File: config.mk
export PLATFORM = sky130hd
export DESIGN_NAME = uncache_wbuf
export DESIGN_NICKNAME = d
export VERILOG_FILES = /design/src/rtl/uncache_wbuf_pkg.sv /design/src/rtl/uncache_wbuf_fifo.sv /design/src/rtl/uncache_wbuf.sv
export SDC_FILE = /design/constraint.sdc
export NUM_CORES = 1
export LEC_CHECK = 0
export CAP_MARGIN = 40
export CORE_MARGIN = 2
export CORE_UTILIZATION = 54
export DETAILED_ROUTE_END_ITERATION = 16
export PLACE_DENSITY = 0.79
export SYNTH_ARGS = -nofsm -noshare
export SYNTH_HDL_FRONTEND = slang
export SYNTH_SLANG_ARGS = --single-unit
File: constraint.sdc
create_clock -name clk -period 4.55 [get_ports clk]
set_input_delay 0.91 -clock clk [delete_from_list [all_inputs] [get_ports clk]]
set_output_delay 0.91 -clock clk [all_outputs]
set_load 0.005 [all_outputs]
File: src/rtl/uncache_wbuf_pkg.sv
// Shared definitions for the uncached-access write buffer.
//   uw_state_e : controller state encoding (IDLE/WR/RD/DONE)
//   *_DEF      : default geometry used by the top-level parameters
//   cnt_width  : width of an occupancy counter able to hold 0..depth
package uncache_wbuf_pkg;

    typedef enum logic [1:0] {
        UW_IDLE = 2'd0,
        UW_WR   = 2'd1,
        UW_RD   = 2'd2,
        UW_DONE = 2'd3
    } uw_state_e;

    localparam int ADDR_W_DEF = 32;
    localparam int DATA_W_DEF = 32;
    localparam int DEPTH_DEF  = 4;

    function automatic int cnt_width(input int depth);
        return $clog2(depth) + 1;
    endfunction

endpackage

File: src/rtl/uncache_wbuf_fifo.sv
// Synchronous FIFO holding posted uncached writes.
// Ports:
//   clk, rst      clock, synchronous active-high reset (discards contents)
//   push, din     enqueue din when not full
//   pop           dequeue head when not empty
//   head          oldest entry, visible combinationally
//   full, empty   occupancy flags
//   count         number of valid entries (0..DEPTH)
module uncache_fifo
    import uncache_wbuf_pkg::*;
#(
    parameter int WIDTH = 68,
    parameter int DEPTH = 4
) (
    input  logic                     clk,
    input  logic                     rst,
    input  logic                     push,
    input  logic                     pop,
    input  logic [WIDTH-1:0]         din,
    output logic [WIDTH-1:0]         head,
    output logic                     full,
    output logic                     empty,
    output logic [$clog2(DEPTH):0]   count
);

    localparam int PTR_W = $clog2(DEPTH);
    localparam int CNT_W = PTR_W + 1;
    localparam logic [PTR_W-1:0] PTR_ONE = PTR_W'(1);
    localparam logic [CNT_W-1:0] CNT_ONE = CNT_W'(1);
    localparam logic [CNT_W-1:0] CNT_MAX = CNT_W'(DEPTH);

    logic [WIDTH-1:0] mem_r [DEPTH];
    logic [PTR_W-1:0] wr_ptr_r;
    logic [PTR_W-1:0] rd_ptr_r;
    logic [CNT_W-1:0] count_r;
    logic             push_ok_s;
    logic             pop_ok_s;

    assign full      = (count_r == CNT_MAX);
    assign empty     = (count_r == {CNT_W{1'b0}});
    assign count     = count_r;
    assign head      = mem_r[rd_ptr_r];
    assign push_ok_s = push & ~full;
    assign pop_ok_s  = pop & ~empty;

    // Storage array: written on accepted push, never reset (validity tracked by count).
    always_ff @(posedge clk) begin
        if (push_ok_s) begin
            mem_r[wr_ptr_r] <= din;
        end
    end

    // Pointers and occupancy; pointers wrap naturally since DEPTH is a power of two.
    always_ff @(posedge clk) begin
        if (rst) begin
            wr_ptr_r <= {PTR_W{1'b0}};
            rd_ptr_r <= {PTR_W{1'b0}};
            count_r  <= {CNT_W{1'b0}};
        end else begin
            if (push_ok_s) begin
                wr_ptr_r <= wr_ptr_r + PTR_ONE;
            end
            if (pop_ok_s) begin
                rd_ptr_r <= rd_ptr_r + PTR_ONE;
            end
            case ({push_ok_s, pop_ok_s})
                2'b10:   count_r <= count_r + CNT_ONE;
                2'b01:   count_r <= count_r - CNT_ONE;
                default: count_r <= count_r;
            endcase
        end
    end

endmodule

File: src/rtl/uncache_wbuf.sv
// Uncached-access controller with a posted-write buffer, sitting beside the
// dcache in MEM. Uncached writes are queued and retired in order without
// stalling the pipeline; uncached reads stall until all queued writes have
// retired and then issue a single AXI read.
// Ports:
//   clk, rst                      clock, synchronous active-high reset
//   cached                        access belongs to the cache; ignored here
//   sram_en/wen/addr/wdata        CPU data-port request (wen==0 means read)
//   sram_rdata                    last uncached read data, held between reads
//   stallreq                      combinational pipeline stall request
//   wbuf_empty                    no queued write and no AXI write in flight
//   axi_en/wsel/addr/wdata        request to the AXI bridge, held until refresh
//   refresh, axi_rdata            bridge completion pulse and read data
//   hit                           one-cycle pulse: sram_rdata carries read data
module uncache_wbuf
    import uncache_wbuf_pkg::*;
#(
    parameter int ADDR_W = ADDR_W_DEF,
    parameter int DATA_W = DATA_W_DEF,
    parameter int DEPTH  = DEPTH_DEF
) (
    input  logic                  clk,
    input  logic                  rst,
    input  logic                  cached,
    input  logic                  sram_en,
    input  logic [DATA_W/8-1:0]   sram_wen,
    input  logic [ADDR_W-1:0]     sram_addr,
    input  logic [DATA_W-1:0]     sram_wdata,
    output logic [DATA_W-1:0]     sram_rdata,
    output logic                  stallreq,
    output logic                  wbuf_empty,
    output logic                  axi_en,
    output logic [DATA_W/8-1:0]   axi_wsel,
    output logic [ADDR_W-1:0]     axi_addr,
    output logic [DATA_W-1:0]     axi_wdata,
    input  logic                  refresh,
    input  logic [DATA_W-1:0]     axi_rdata,
    output logic                  hit
);

    localparam int STRB_W = DATA_W / 8;
    localparam int ENT_W  = ADDR_W + DATA_W + STRB_W;
    localparam int CNT_W  = cnt_width(DEPTH);

    uw_state_e         state_r;
    uw_state_e         state_nxt_s;

    logic              axi_en_r;
    logic              axi_en_nxt_s;
    logic [STRB_W-1:0] axi_wsel_r;
    logic [STRB_W-1:0] axi_wsel_nxt_s;
    logic [ADDR_W-1:0] axi_addr_r;
    logic [ADDR_W-1:0] axi_addr_nxt_s;
    logic [DATA_W-1:0] axi_wdata_r;
    logic [DATA_W-1:0] axi_wdata_nxt_s;
    logic [DATA_W-1:0] sram_rdata_r;
    logic [DATA_W-1:0] sram_rdata_nxt_s;
    logic              hit_r;
    logic              hit_nxt_s;

    logic              req_s;
    logic              wr_req_s;
    logic              rd_req_s;
    logic              push_s;
    logic              pop_s;
    logic              fifo_full_s;
    logic              fifo_empty_s;
    logic [CNT_W-1:0]  fifo_count_s;
    logic [ENT_W-1:0]  fifo_din_s;
    logic [ENT_W-1:0]  fifo_head_s;
    logic [ADDR_W-1:0] head_addr_s;
    logic [DATA_W-1:0] head_data_s;
    logic [STRB_W-1:0] head_strb_s;

    assign req_s    = sram_en & ~cached;
    assign wr_req_s = req_s & (|sram_wen);
    assign rd_req_s = req_s & ~(|sram_wen);

    // A write is accepted whenever the registered occupancy shows room, so a
    // full buffer only frees up for pushes the cycle after a pop.
    assign push_s     = wr_req_s & ~fifo_full_s;
    assign pop_s      = (state_r == UW_WR) & refresh;
    assign fifo_din_s = {sram_addr, sram_wdata, sram_wen};
    assign {head_addr_s, head_data_s, head_strb_s} = fifo_head_s;

    uncache_fifo #(
        .WIDTH (ENT_W),
        .DEPTH (DEPTH)
    ) u_fifo (
        .clk   (clk),
        .rst   (rst),
        .push  (push_s),
        .pop   (pop_s),
        .din   (fifo_din_s),
        .head  (fifo_head_s),
        .full  (fifo_full_s),
        .empty (fifo_empty_s),
        .count (fifo_count_s)
    );

    // Reads are released only in DONE, the one cycle where hit and the data are presented.
    assign stallreq   = ~rst & ((wr_req_s & fifo_full_s) |
                                (rd_req_s & (state_r != UW_DONE)));
    assign wbuf_empty = fifo_empty_s & (state_r != UW_WR);

    assign axi_en     = axi_en_r;
    assign axi_wsel   = axi_wsel_r;
    assign axi_addr   = axi_addr_r;
    assign axi_wdata  = axi_wdata_r;
    assign sram_rdata = sram_rdata_r;
    assign hit        = hit_r;

    // Next-state and next AXI/response register values; writes always drain before any read.
    always_comb begin
        state_nxt_s      = state_r;
        axi_en_nxt_s     = axi_en_r;
        axi_wsel_nxt_s   = axi_wsel_r;
        axi_addr_nxt_s   = axi_addr_r;
        axi_wdata_nxt_s  = axi_wdata_r;
        sram_rdata_nxt_s = sram_rdata_r;
        hit_nxt_s        = 1'b0;
        case (state_r)
            UW_IDLE: begin
                if (!fifo_empty_s) begin
                    state_nxt_s     = UW_WR;
                    axi_en_nxt_s    = 1'b1;
                    axi_wsel_nxt_s  = head_strb_s;
                    axi_addr_nxt_s  = head_addr_s;
                    axi_wdata_nxt_s = head_data_s;
                end else if (rd_req_s) begin
                    state_nxt_s     = UW_RD;
                    axi_en_nxt_s    = 1'b1;
                    axi_wsel_nxt_s  = {STRB_W{1'b0}};
                    axi_addr_nxt_s  = sram_addr;
                    axi_wdata_nxt_s = {DATA_W{1'b0}};
                end else begin
                    state_nxt_s = UW_IDLE;
                end
            end
            UW_WR: begin
                if (refresh) begin
                    state_nxt_s     = UW_IDLE;
                    axi_en_nxt_s    = 1'b0;
                    axi_wsel_nxt_s  = {STRB_W{1'b0}};
                    axi_addr_nxt_s  = {ADDR_W{1'b0}};
                    axi_wdata_nxt_s = {DATA_W{1'b0}};
                end else begin
                    state_nxt_s = UW_WR;
                end
            end
            UW_RD: begin
                if (refresh) begin
                    state_nxt_s      = UW_DONE;
                    sram_rdata_nxt_s = axi_rdata;
                    hit_nxt_s        = 1'b1;
                    axi_en_nxt_s     = 1'b0;
                    axi_wsel_nxt_s   = {STRB_W{1'b0}};
                    axi_addr_nxt_s   = {ADDR_W{1'b0}};
                    axi_wdata_nxt_s  = {DATA_W{1'b0}};
                end else begin
                    state_nxt_s = UW_RD;
                end
            end
            UW_DONE: begin
                // The stalled read is released this cycle; returning to IDLE
                // without looking at the request keeps it from relaunching.
                state_nxt_s = UW_IDLE;
            end
            default: begin
                state_nxt_s     = UW_IDLE;
                axi_en_nxt_s    = 1'b0;
                axi_wsel_nxt_s  = {STRB_W{1'b0}};
                axi_addr_nxt_s  = {ADDR_W{1'b0}};
                axi_wdata_nxt_s = {DATA_W{1'b0}};
            end
        endcase
    end

    // State, AXI request and read-response registers.
    always_ff @(posedge clk) begin
        if (rst) begin
            state_r      <= UW_IDLE;
            axi_en_r     <= 1'b0;
            axi_wsel_r   <= {STRB_W{1'b0}};
            axi_addr_r   <= {ADDR_W{1'b0}};
            axi_wdata_r  <= {DATA_W{1'b0}};
            sram_rdata_r <= {DATA_W{1'b0}};
            hit_r        <= 1'b0;
        end else begin
            state_r      <= state_nxt_s;
            axi_en_r     <= axi_en_nxt_s;
            axi_wsel_r   <= axi_wsel_nxt_s;
            axi_addr_r   <= axi_addr_nxt_s;
            axi_wdata_r  <= axi_wdata_nxt_s;
            sram_rdata_r <= sram_rdata_nxt_s;
            hit_r        <= hit_nxt_s;
        end
    end

endmodule

== Word level (Yosys, flattened, before mapping) ==
Memory sizes are Yosys's and may differ from the RTL's. A register that Yosys moved wholly into a read port is not among the register bits.
Index checks and enable logic that the tools add are counted.
Operators by class
  add/sub/neg operators: 4
  eq/ne operators: 10
  muxes and demuxes: 26
  bitwise logic cells: 18
  reductions and logical operators: 9
Operators with widths (number)
  32-bit two-way mux: 5
  32-bit case mux with 2 select lines: 2
  4-bit two-way mux: 3
  1-bit bitwise AND: 11
  1-bit two-way mux: 8
  2-bit two-way mux: 4
  2-bit case mux with 4 select lines: 1
  4-bit case mux with 2 select lines: 1
  2-bit equality test, second input constant: 3
  1-bit inverter: 6
  3-bit case mux with 2 select lines: 1
  2-bit by 1-bit adder with 2-bit output, second input constant: 2
  2-bit by 1-bit equality test with 1-bit output, second input constant: 2
  2-bit by 1-bit inequality test with 1-bit output, second input constant: 2
  2-bit nonzero test: 2
  2-bit OR reduction: 2
  4-bit OR reduction: 1
  3-bit by 1-bit adder with 3-bit output, second input constant: 1
  3-bit equality test, second input constant: 1
  3-bit zero test: 1
  3-bit inequality test, second input constant: 1
  3-bit AND reduction: 1
  3-bit by 1-bit subtractor with 3-bit output, second input constant: 1
  2-bit zero test: 1
  4 further kinds: 4
Storage, ports and cells
  bits in registers: 111
  memory bits (writable): 272
  bits of input ports: 105
  output and inout port bits: 104
  word-level logic and storage cells: 78
  memories kept: 1
Memory list
  u_fifo.mem_r: depth 4, width 68, rd ports 1, clocked after memory_dff 1, write ports 1, RTL line uncache_wbuf_fifo.sv:32  | logic [WIDTH-1:0] mem_r [DEPTH];

== Logic depth before layout (Yosys ltp) ==
Gate-level depths: netlist (run 1).
  depth in word-level cells: 7
  depth in mapped cells: 9
  mapped depth without buffers: 9

== Hierarchy ==
Synthesis (run 1) repeated with hierarchy kept, for this count alone.
Unflattened totals
  cell total of the unflattened synthesis: 916
  area, all modules: 14916.8 um^2
By module, submodules not included
  uncache_fifo: times used 1, cells an instance 410, area each 10306.1 um^2, seq. area each 8348.0 um^2
  uncache_wbuf: times used 1, cells an instance 506, area each 4610.7 um^2, seq. area each 2082.0 um^2

== Least setup slack after synthesis (run 1) ==
No wires, ideal clock.
  path type: input to register
  from: input cached
  to: memory u_fifo.mem_r[1][0] (enable)
  library setup time: 433 ps
  arrival time: 3387 ps
  data required time: 4117 ps
  setup slack: 729 ps
  cell stages on the path: 3
  cell sequence: nand2b_1 a211oi_1 and2_1
On the way
  word-level cells in the longest chain between the ends: 7
RTL lines
  start: declaration: RTL line uncache_wbuf.sv:24  | input logic cached,
  1-bit inverter: RTL line uncache_wbuf.sv:75  | assign req_s = sram_en & ~cached;
  1-bit bitwise AND: RTL line uncache_wbuf.sv:75
  1-bit bitwise AND: RTL line uncache_wbuf.sv:76  | assign wr_req_s = req_s & (|sram_wen);
  1-bit bitwise AND: RTL line uncache_wbuf.sv:81  | assign push_s = wr_req_s & ~fifo_full_s;
  1-bit bitwise AND: RTL line uncache_wbuf_fifo.sv:43  | assign push_ok_s = push & ~full;
  1-bit two-way mux: RTL line uncache_wbuf_fifo.sv:48  | if (push_ok_s) begin
  1-bit two-way mux (implied by the code): RTL line uncache_wbuf_fifo.sv:49  | mem_r[wr_ptr_r] <= din;
  end: declaration: RTL line uncache_wbuf_fifo.sv:32
No other way between the ends.

== Final worst setup path (run 1) ==
  from: input sram_wen[0]
  to: output stallreq
On the way
  word-level cells in the longest chain between the ends: 6
RTL lines
  start: declaration: RTL line uncache_wbuf.sv:26  | input logic [DATA_W/8-1:0] sram_wen,
  4-bit OR reduction *: RTL line uncache_wbuf.sv:76, uncache_wbuf.sv:77
  1-bit inverter: RTL line uncache_wbuf.sv:77  | assign rd_req_s = req_s & ~(|sram_wen);
  1-bit bitwise AND: RTL line uncache_wbuf.sv:77
  1-bit bitwise AND: RTL line uncache_wbuf.sv:103  | (rd_req_s & (state_r != UW_DONE)));
  1-bit OR *: RTL line uncache_wbuf.sv:102  | assign stallreq = ~rst & ((wr_req_s & fifo_full_s) |
  1-bit bitwise AND *: RTL line uncache_wbuf.sv:102
  end: declaration: RTL line uncache_wbuf.sv:30  | output logic stallreq,
Every way passes the cells marked *; elsewhere a longest branch is shown, timed or not.

==> qor.txt, run 1 <==
Outcome - completed
Final hold violation count - 0
CTS Buf Count - 39
Post-Syn Area - 14300 sq um
Final net count - 1185
Largest area contributor in the netlist - edfxtp_1
Gpl congestion - 0.7431
Final Slew Violations - 0
Chip height - 166.7 microns
Layout cells sized above 1 - 14.49%
Crit path DAT - 2.89 ns
Pleak - 6.154 nW
Starting DRT DRC Count - 725
Fmax - 263.4 MHz
Synth-to-Final Area Change - 26.61%
Most frequent cells in the layout - 272 x edfxtp_1, 207 x clkdlybuf4s50_1, 137 x nand2_1, 111 x dfxtp_1, 68 x mux4_2
Worst-Margin Slew - 0.6910 ns
Post-synthesis sequential area ratio - 72.92%
Post-synth top area share - 57.11%
WS Path Type - input port to output port
Post-CTS setup buffer count - 0
Hold Path Depth - 2
Inst Count DP - 1363
Skew-Pair Late Insertion Delay - 0.52 ns
Max-Cap Viols - 0
Post-synth EDFFs - 272
Crit path max-delay cell type - or4_4
CTS tree - built
Filler cells - 1694
Std cell rows - 59
Fin cells - 1433
Hold path start - sram_rdata[21]$_SDFFE_PP0P_
CP peak stage delay - 0.61 ns
R2r worst-path depth - 9
H-tree levels - 2
First-pass GRT wire length - 46.80 mm
CORE AREA - 26060 sq um
Max transition margin - 53.58%
Cell area power density - 422.2 nW/um^2
Syn Nets - 965
Port buffer count - 208
Hold WC Path Type - flop to flop
YS warnings - 0
Delay-heaviest family, CP - buffers and inverters
Routed wire length per instance - 20.75 microns
Clock skew - 0.01379 ns
Pin count of the biggest net entering global routing - 41
Post-cts resize count - 0
Initial antenna violation count - 2
CTS Sinks - 385
Synth cell types - 35
Syn avg cell area - 16.85 sq um
Initial Utilization - 54.89%
Hold buffer count at cts - 0
Hold WS - 0.4523 ns
Post-route DRC - 0
Die width - 166.7 microns
Total Power - 7.645 mW
CP max FO - 6
Worst R2R Start - u_fifo.count[2]$_SDFFE_PP0P_
Setup TNS - 0 ns
FF-to-FF End - u_fifo.count[2]$_SDFFE_PP0P_
CP most frequent cell - clkdlybuf4s50_1
CTS Root Cell - clkbuf_16
Leading register cell type out of synthesis - edfxtp_1
Post-Syn Instances - 849
Clock transition at path regs - 0.06 ns
Final HPWL DP - 18.01 mm
Ys async rst share - 0%
Worst-path cell chain - clkdlybuf4s50_1 > or4_4 > nor2_1 > a31oi_1 > nor3_1 > clkdlybuf4s50_1
Worst Hold End - sram_rdata[21]$_SDFFE_PP0P_
Commonest non-fill, non-tap cell in the layout - edfxtp_1
Grt total ovfl - 0
Crit path buffers/inverters - 2
Drt via density - 5.697
GRT Resource Usage Total - 21.51%
Number of global-route vias before repair - 8232
Total Wirelength - 29.74 mm
Post-route ant nets - 0
CTS Buffer Depth - 3
Final min period - 3.796 ns
Die ar. - 27800 sq um
Synth top area cells - edfxtp_1 57%, dfxtp_1 16%, mux4_2 11%
FF+latch count, synth - 385
Worst endpoint required time - 3.64 ns
DR vias - 8164
CP Launch Type - input port
Tcrit/Tclk final - 83.43%
Drt pass-1 iters - 5
RSZ-0062 raised after global routing - false
CP endpoint kind - output port
Setup violators final - 0
Reg-to-reg slack, setup - 2.08 ns
Worst IR drop on VDD - 0.0004084 V
I/O pins - 209
## worst reg2reg max path, stage by stage, from the launching register on
cell and delay, ns:
dfxtp_1 0.43, or3_1 0.15, buf_4 0.33, and3_1 0.26, ha_1 0.20, inv_1 0.06, fa_1 0.37, xor2_1 0.17
or3_1 0.32, a21oi_1 0.14
## per-layer routing
| metal | share of wire (%) | track usage [%] | vias to the layer above |
|---|---|---|---|
| met3 | 7.3 | 3.636 | 46 |
| li1 | - | - | 3697 |
| met1 | 43 | 30.95 | 4078 |
| met4 | 2.0 | 5.960 | 2 |
| met2 | 48 | 34.55 | 341 |
| met5 | 0.037 | 0 | - |
## flip-flops by register name (all words and copies together) (netlist names), 3 cells and up, named ones only
register / flops
u_fifo.mem_r: 272
axi_addr: 32
axi_wdata: 32
sram_rdata: 32
axi_wsel: 4
u_fifo.count: 3
## cells in the mapped netlist, types with 10 or more instances
cell / count
nor2_1: 14
mux2i_1: 38
dfxtp_1: 113
edfxtp_1: 272
ha_1: 10
clkbuf_1: 24
inv_1: 11
a21oi_1: 35
and3_1: 34
nand2_1: 137
mux4_2: 68
a221o_1: 32
## layout make-up
class / count / area [sq um] / share of cell area [%]
Clock inverter: 11 / 55.05 / 0.3040
Antenna cell: 1 / 2.502 / 0.01382
Inverter: 12 / 45.04 / 0.2487
Tap cell: 335 / 419.2 / 2.315
Sequential cell: 385 / 10440 / 57.64
Clock buffer: 58 / 1172 / 6.474
Timing Repair Buffer: 230 / 2377 / 13.13
Multi-Input combinational cell: 401 / 3600 / 19.88
## logic make-up (layout without fill, tap and decap cells)
logic type	count (synthesis)	in the layout	share of synthesized area (%)
other	0	1	0
buffers and inverters	63	311	2.047
flip-flops	385	385	72.92
adder cells (fa/ha/maj)	11	11	1.015
AO/OA/AOI/OAI	77	77	4.120
XOR/XNOR	5	5	0.3062
AND/OR/NAND/NOR	202	202	6.220
multiplexers	106	106	13.37
## per-stage QoR
stage	setup WS (ns)	util, %	cell area [sq um]
after global routing	0.6262	69.49	18110
after global placement	0.7589	64.30	16760
after CTS	0.7510	69.48	18110
after detailed placement	0.7773	64.77	16880
after floorplan	0.7293	-	14300
final	0.7540	69.49	18110
## power breakdown
group | total, mW | internal [mW] | switching [mW]
clock | 3.03 | 1.78 | 1.24
sequential | 3.93 | 3.87 | 0.0596
combinational | 0.685 | 0.364 | 0.321
total | 7.64 | 6.02 | 1.62
## worst max path at each step
stage / endpoint / start / depth (start not counted)
after floorplan: u_fifo.mem_r[1][0]$_DFFE_PP_ / cached / 3
after global placement: stallreq / sram_wen[1] / 6
after detailed placement: stallreq / sram_wen[1] / 6
after CTS: stallreq / sram_wen[0] / 6
after global routing: stallreq / sram_wen[1] / 6
final: stallreq / sram_wen[0] / 6
(Power assumes the default switching activity.)
==> inputs of run 2 (changes only) <==
CORE_UTILIZATION = 49   (was 54)
PLACE_DENSITY = 0.76   (was 0.79)
clock period = 3.43 ns   (was 4.55 ns; I/O delays follow)
==> run 2 against run 1 <==
Register-to-register slack got worse by 0.84 ns. Hold slack barely moved. Wire length grew 0.78%. Largest power group unchanged. Sequential power rose by 33%. Non-clock buffer count grew 9. Power rose by 34%.
==> qor.txt, run 2 (synthesis gave the netlist of run 1 again) <==
Initial antenna violation count - 2 (unchanged)
Chip height - 174.8 microns (+4.9%)
Grt met2 use - 32.16% (-2.4 points)
Crit path max-delay cell type - or4_4
Final min period - 3.241 ns
Crit path DAT - 2.55 ns (-0.34 ns)
FF-to-FF End - u_fifo.count[2]$_SDFFE_PP0P_
Drt via density - 5.448 (-4.4%)
P_int - 8.055 mW (+34%)
CTS Root Cell - clkbuf_16
Crit path buffers/inverters - 2 (unchanged)
P_sw - 2.185 mW (+35%)
Multi-input combinational cell area - 3600 sq um (unchanged)
Final Slew Violations - 0 (unchanged)
Fmax - 308.6 MHz
Skew-Pair Late Insertion Delay - 0.52 ns (about the same)
Max transition margin - 51.43% (-2.2 points)
PnR worst setup slack - 0.1893 ns (-0.5647 ns)
Net Sw Frac - 21.34% (+0.098 points)
Die ar. - 30570 sq um (+10%)
Worst-Margin Slew - 0.7286 ns (+0.03760 ns)
Routed wire length per instance - 20.06 microns (-3.3%)
Reg-to-reg slack, setup - 1.24 ns (-0.84 ns)
Inst Count DP - 1421 (+4.3%)
Final net count - 1194 (+0.76%)
Clock skew - 0.01455 ns (+0.0007559 ns)
Post-CTS setup buffer count - 0 (unchanged)
Die width - 174.8 microns (+4.9%)
Fin cells - 1494 (+4.3%)
CP Launch Type - input port
Initial Utilization - 49.83% (-5.1 points)
Pin count of the biggest net entering global routing - 38 (-7.3%)
H-tree levels - 2 (unchanged)
DR vias - 8139 (-0.31%)
Cell area power density - 560.3 nW/um^2 (+33%)
CORE AREA - 28700 sq um (+10%)
Gate power share - 8.9% (about the same)
CTS tree - built
Clock power share - 40.1% (+0.5 points)
Reg power frac - 51.0% (-0.5 points)
Placed inst area - 17010 sq um (+0.75%)
Stages on worst setup path - 6 (unchanged)
RSZ-0062 raised after global routing - false
Commonest non-fill, non-tap cell in the layout - edfxtp_1
Post-cts resize count - 0 (unchanged)
Post-route DRC - 0 (unchanged)
CP max FO - 5 (-1)
Drt pass-1 iters - 5 (unchanged)
Synth-to-Final Area Change - 27.78%
I/O pins - 209 (unchanged)
Worst endpoint required time - 2.74 ns (-0.90 ns)
Final instance area - 18280 sq um (+0.92%)
Hold buffer count at cts - 0 (unchanged)
Filler cells - 2009 (+19%)
Std cell rows - 62 (+5.1%)
Worst-path cell chain - clkdlybuf4s50_1 > or4_4 > nor2_1 > a31oi_1 > nor3_1 > clkdlybuf4s50_1
Pleak - 6.211 nW (+0.92%)
Final hold violation count - 0 (unchanged)
Final HPWL DP - 18.08 mm (+0.38%)
Max reg flops - 272 (unchanged)
Post-route ant nets - 0 (unchanged)
Clock transition at path regs - 0.06 ns (about the same)
CP most frequent cell - clkdlybuf4s50_1
CTS Buffer Depth - 3 (unchanged)
Largest register by flop count - u_fifo.mem_r
Gpl congestion - 0.7703 (+3.7%)
Setup TNS - 0 ns (unchanged)
WS Path Type - input port to output port
CTS Buf Count - 39 (unchanged)
Most frequent cells in the layout - 272 x edfxtp_1, 207 x clkdlybuf4s50_1, 137 x nand2_1, 111 x dfxtp_1, 68 x mux4_2
FF/Latch Area - 10440 sq um (unchanged)
Grt total ovfl - 0 (unchanged)
CP peak stage delay - 0.59 ns (-0.02 ns)
Delay-heaviest family, CP - buffers and inverters
Gr busiest metal - met2
Number of global-route vias before repair - 8092 (-1.7%)
CTS Sinks - 385 (unchanged)
CP endpoint kind - output port
First-pass GRT wire length - 45.90 mm (-1.9%)
Hold WC Path Type - flop to flop
Setup violators final - 0 (unchanged)
Tcrit/Tclk final - 94.48%
Max-Cap Viols - 0 (unchanged)
DP Worst Slack - 0.1911 ns (-0.5862 ns)
GRT Resource Usage Total - 19.38% (-2.1 points)
Total Wirelength - 29.97 mm (+0.78%)
Met1 layer usage reported by global route - 26.32% (-4.6 points)
R2r worst-path depth - 9 (unchanged)
Crit path launch - sram_wen[1]
GR Layer Usage met3 - 4.569% (+0.93 points)
Starting DRT DRC Count - 585 (-19%)
Port buffer count - 208 (unchanged)
Crit path to - stallreq
Worst R2R Start - state_r[1]$_SDFF_PP0_
Worst IR drop on VDD - 0.0005183 V (+27%)
Final core utilization - 63.67% (-5.8 points)
Layout cells sized above 1 - 15.51% (+1.0 points)
Outcome - completed
==> run 2: cell types whose count changed in the layout (fill, tap and decap cells not counted), sizes merged <==
cell      delta
clkinvlp     -1
bufinv       +1
clkinv       +1
buf          +9
clkbuf       +2
==> run 2: worst reg2reg max path, stage by stage (launching register included) <==
cell     delay [ns]
dfxtp_1        0.32
inv_1          0.10
ha_1           0.22
and3_1         0.23
ha_1           0.20
inv_1          0.07
fa_1           0.38
xor2_1         0.16
or3_1          0.30
a21oi_1        0.13
==> run 2: layout make-up <==
cell class | count | area share, %
diodes | 1 | 0.01369
clock buffers | 60 | 6.381
clock inverters | 12 | 0.5546
inverters | 12 | 0.2465
multi-input cells | 401 | 19.70
flip-flops and latches | 385 | 57.11
well taps | 384 | 2.629
repair buffers | 239 | 13.36
==> run 2: worst min path at each step <==
stage / startpoint / slack (ns) / endpoint / depth (start not counted)
after floorplan: sram_rdata[0]$_SDFFE_PP0P_ / 0.45 / sram_rdata[0]$_SDFFE_PP0P_ / 2
after global placement: sram_rdata[27]$_SDFFE_PP0P_ / 0.44 / sram_rdata[27]$_SDFFE_PP0P_ / 2
after detailed placement: sram_rdata[19]$_SDFFE_PP0P_ / 0.45 / sram_rdata[19]$_SDFFE_PP0P_ / 2
after CTS: sram_rdata[19]$_SDFFE_PP0P_ / 0.45 / sram_rdata[19]$_SDFFE_PP0P_ / 2
after global routing: sram_rdata[31]$_SDFFE_PP0P_ / 0.48 / sram_rdata[31]$_SDFFE_PP0P_ / 2
final: sram_rdata[19]$_SDFFE_PP0P_ / 0.45 / sram_rdata[19]$_SDFFE_PP0P_ / 2
==> run 2: power by group through the flow <==
stage          sequential (mW)  clock, mW  combinational (mW)
6_report                  5.22       4.11               0.910
5_1_grt                   5.23       4.39               0.976
4_1_cts                   5.22       4.20               0.923
3_5_place_dp              5.32          0               0.917
3_3_place_gp              5.31          0               0.887
2_1_floorplan             5.30          0               0.434
==> run 2: metrics by stage <==
stage / hold WS (ns) / power [mW]
floorplan: 0.4527 / 5.738
global placement: 0.4406 / 6.197
detailed placement: 0.4453 / 6.233
CTS: 0.4533 / 10.35
global route: 0.4761 / 10.60
finish: 0.4521 / 10.24
==> run 2: metal layers <==
metal  wire (microns)  up-vias  part of all wire [%]
li1                 -     3713                     -
met1            12940     4141                    43
met2            14700      242                    49
met3             1823       41                   6.1
met4              497        2                   1.7
met5               16        -                 0.053
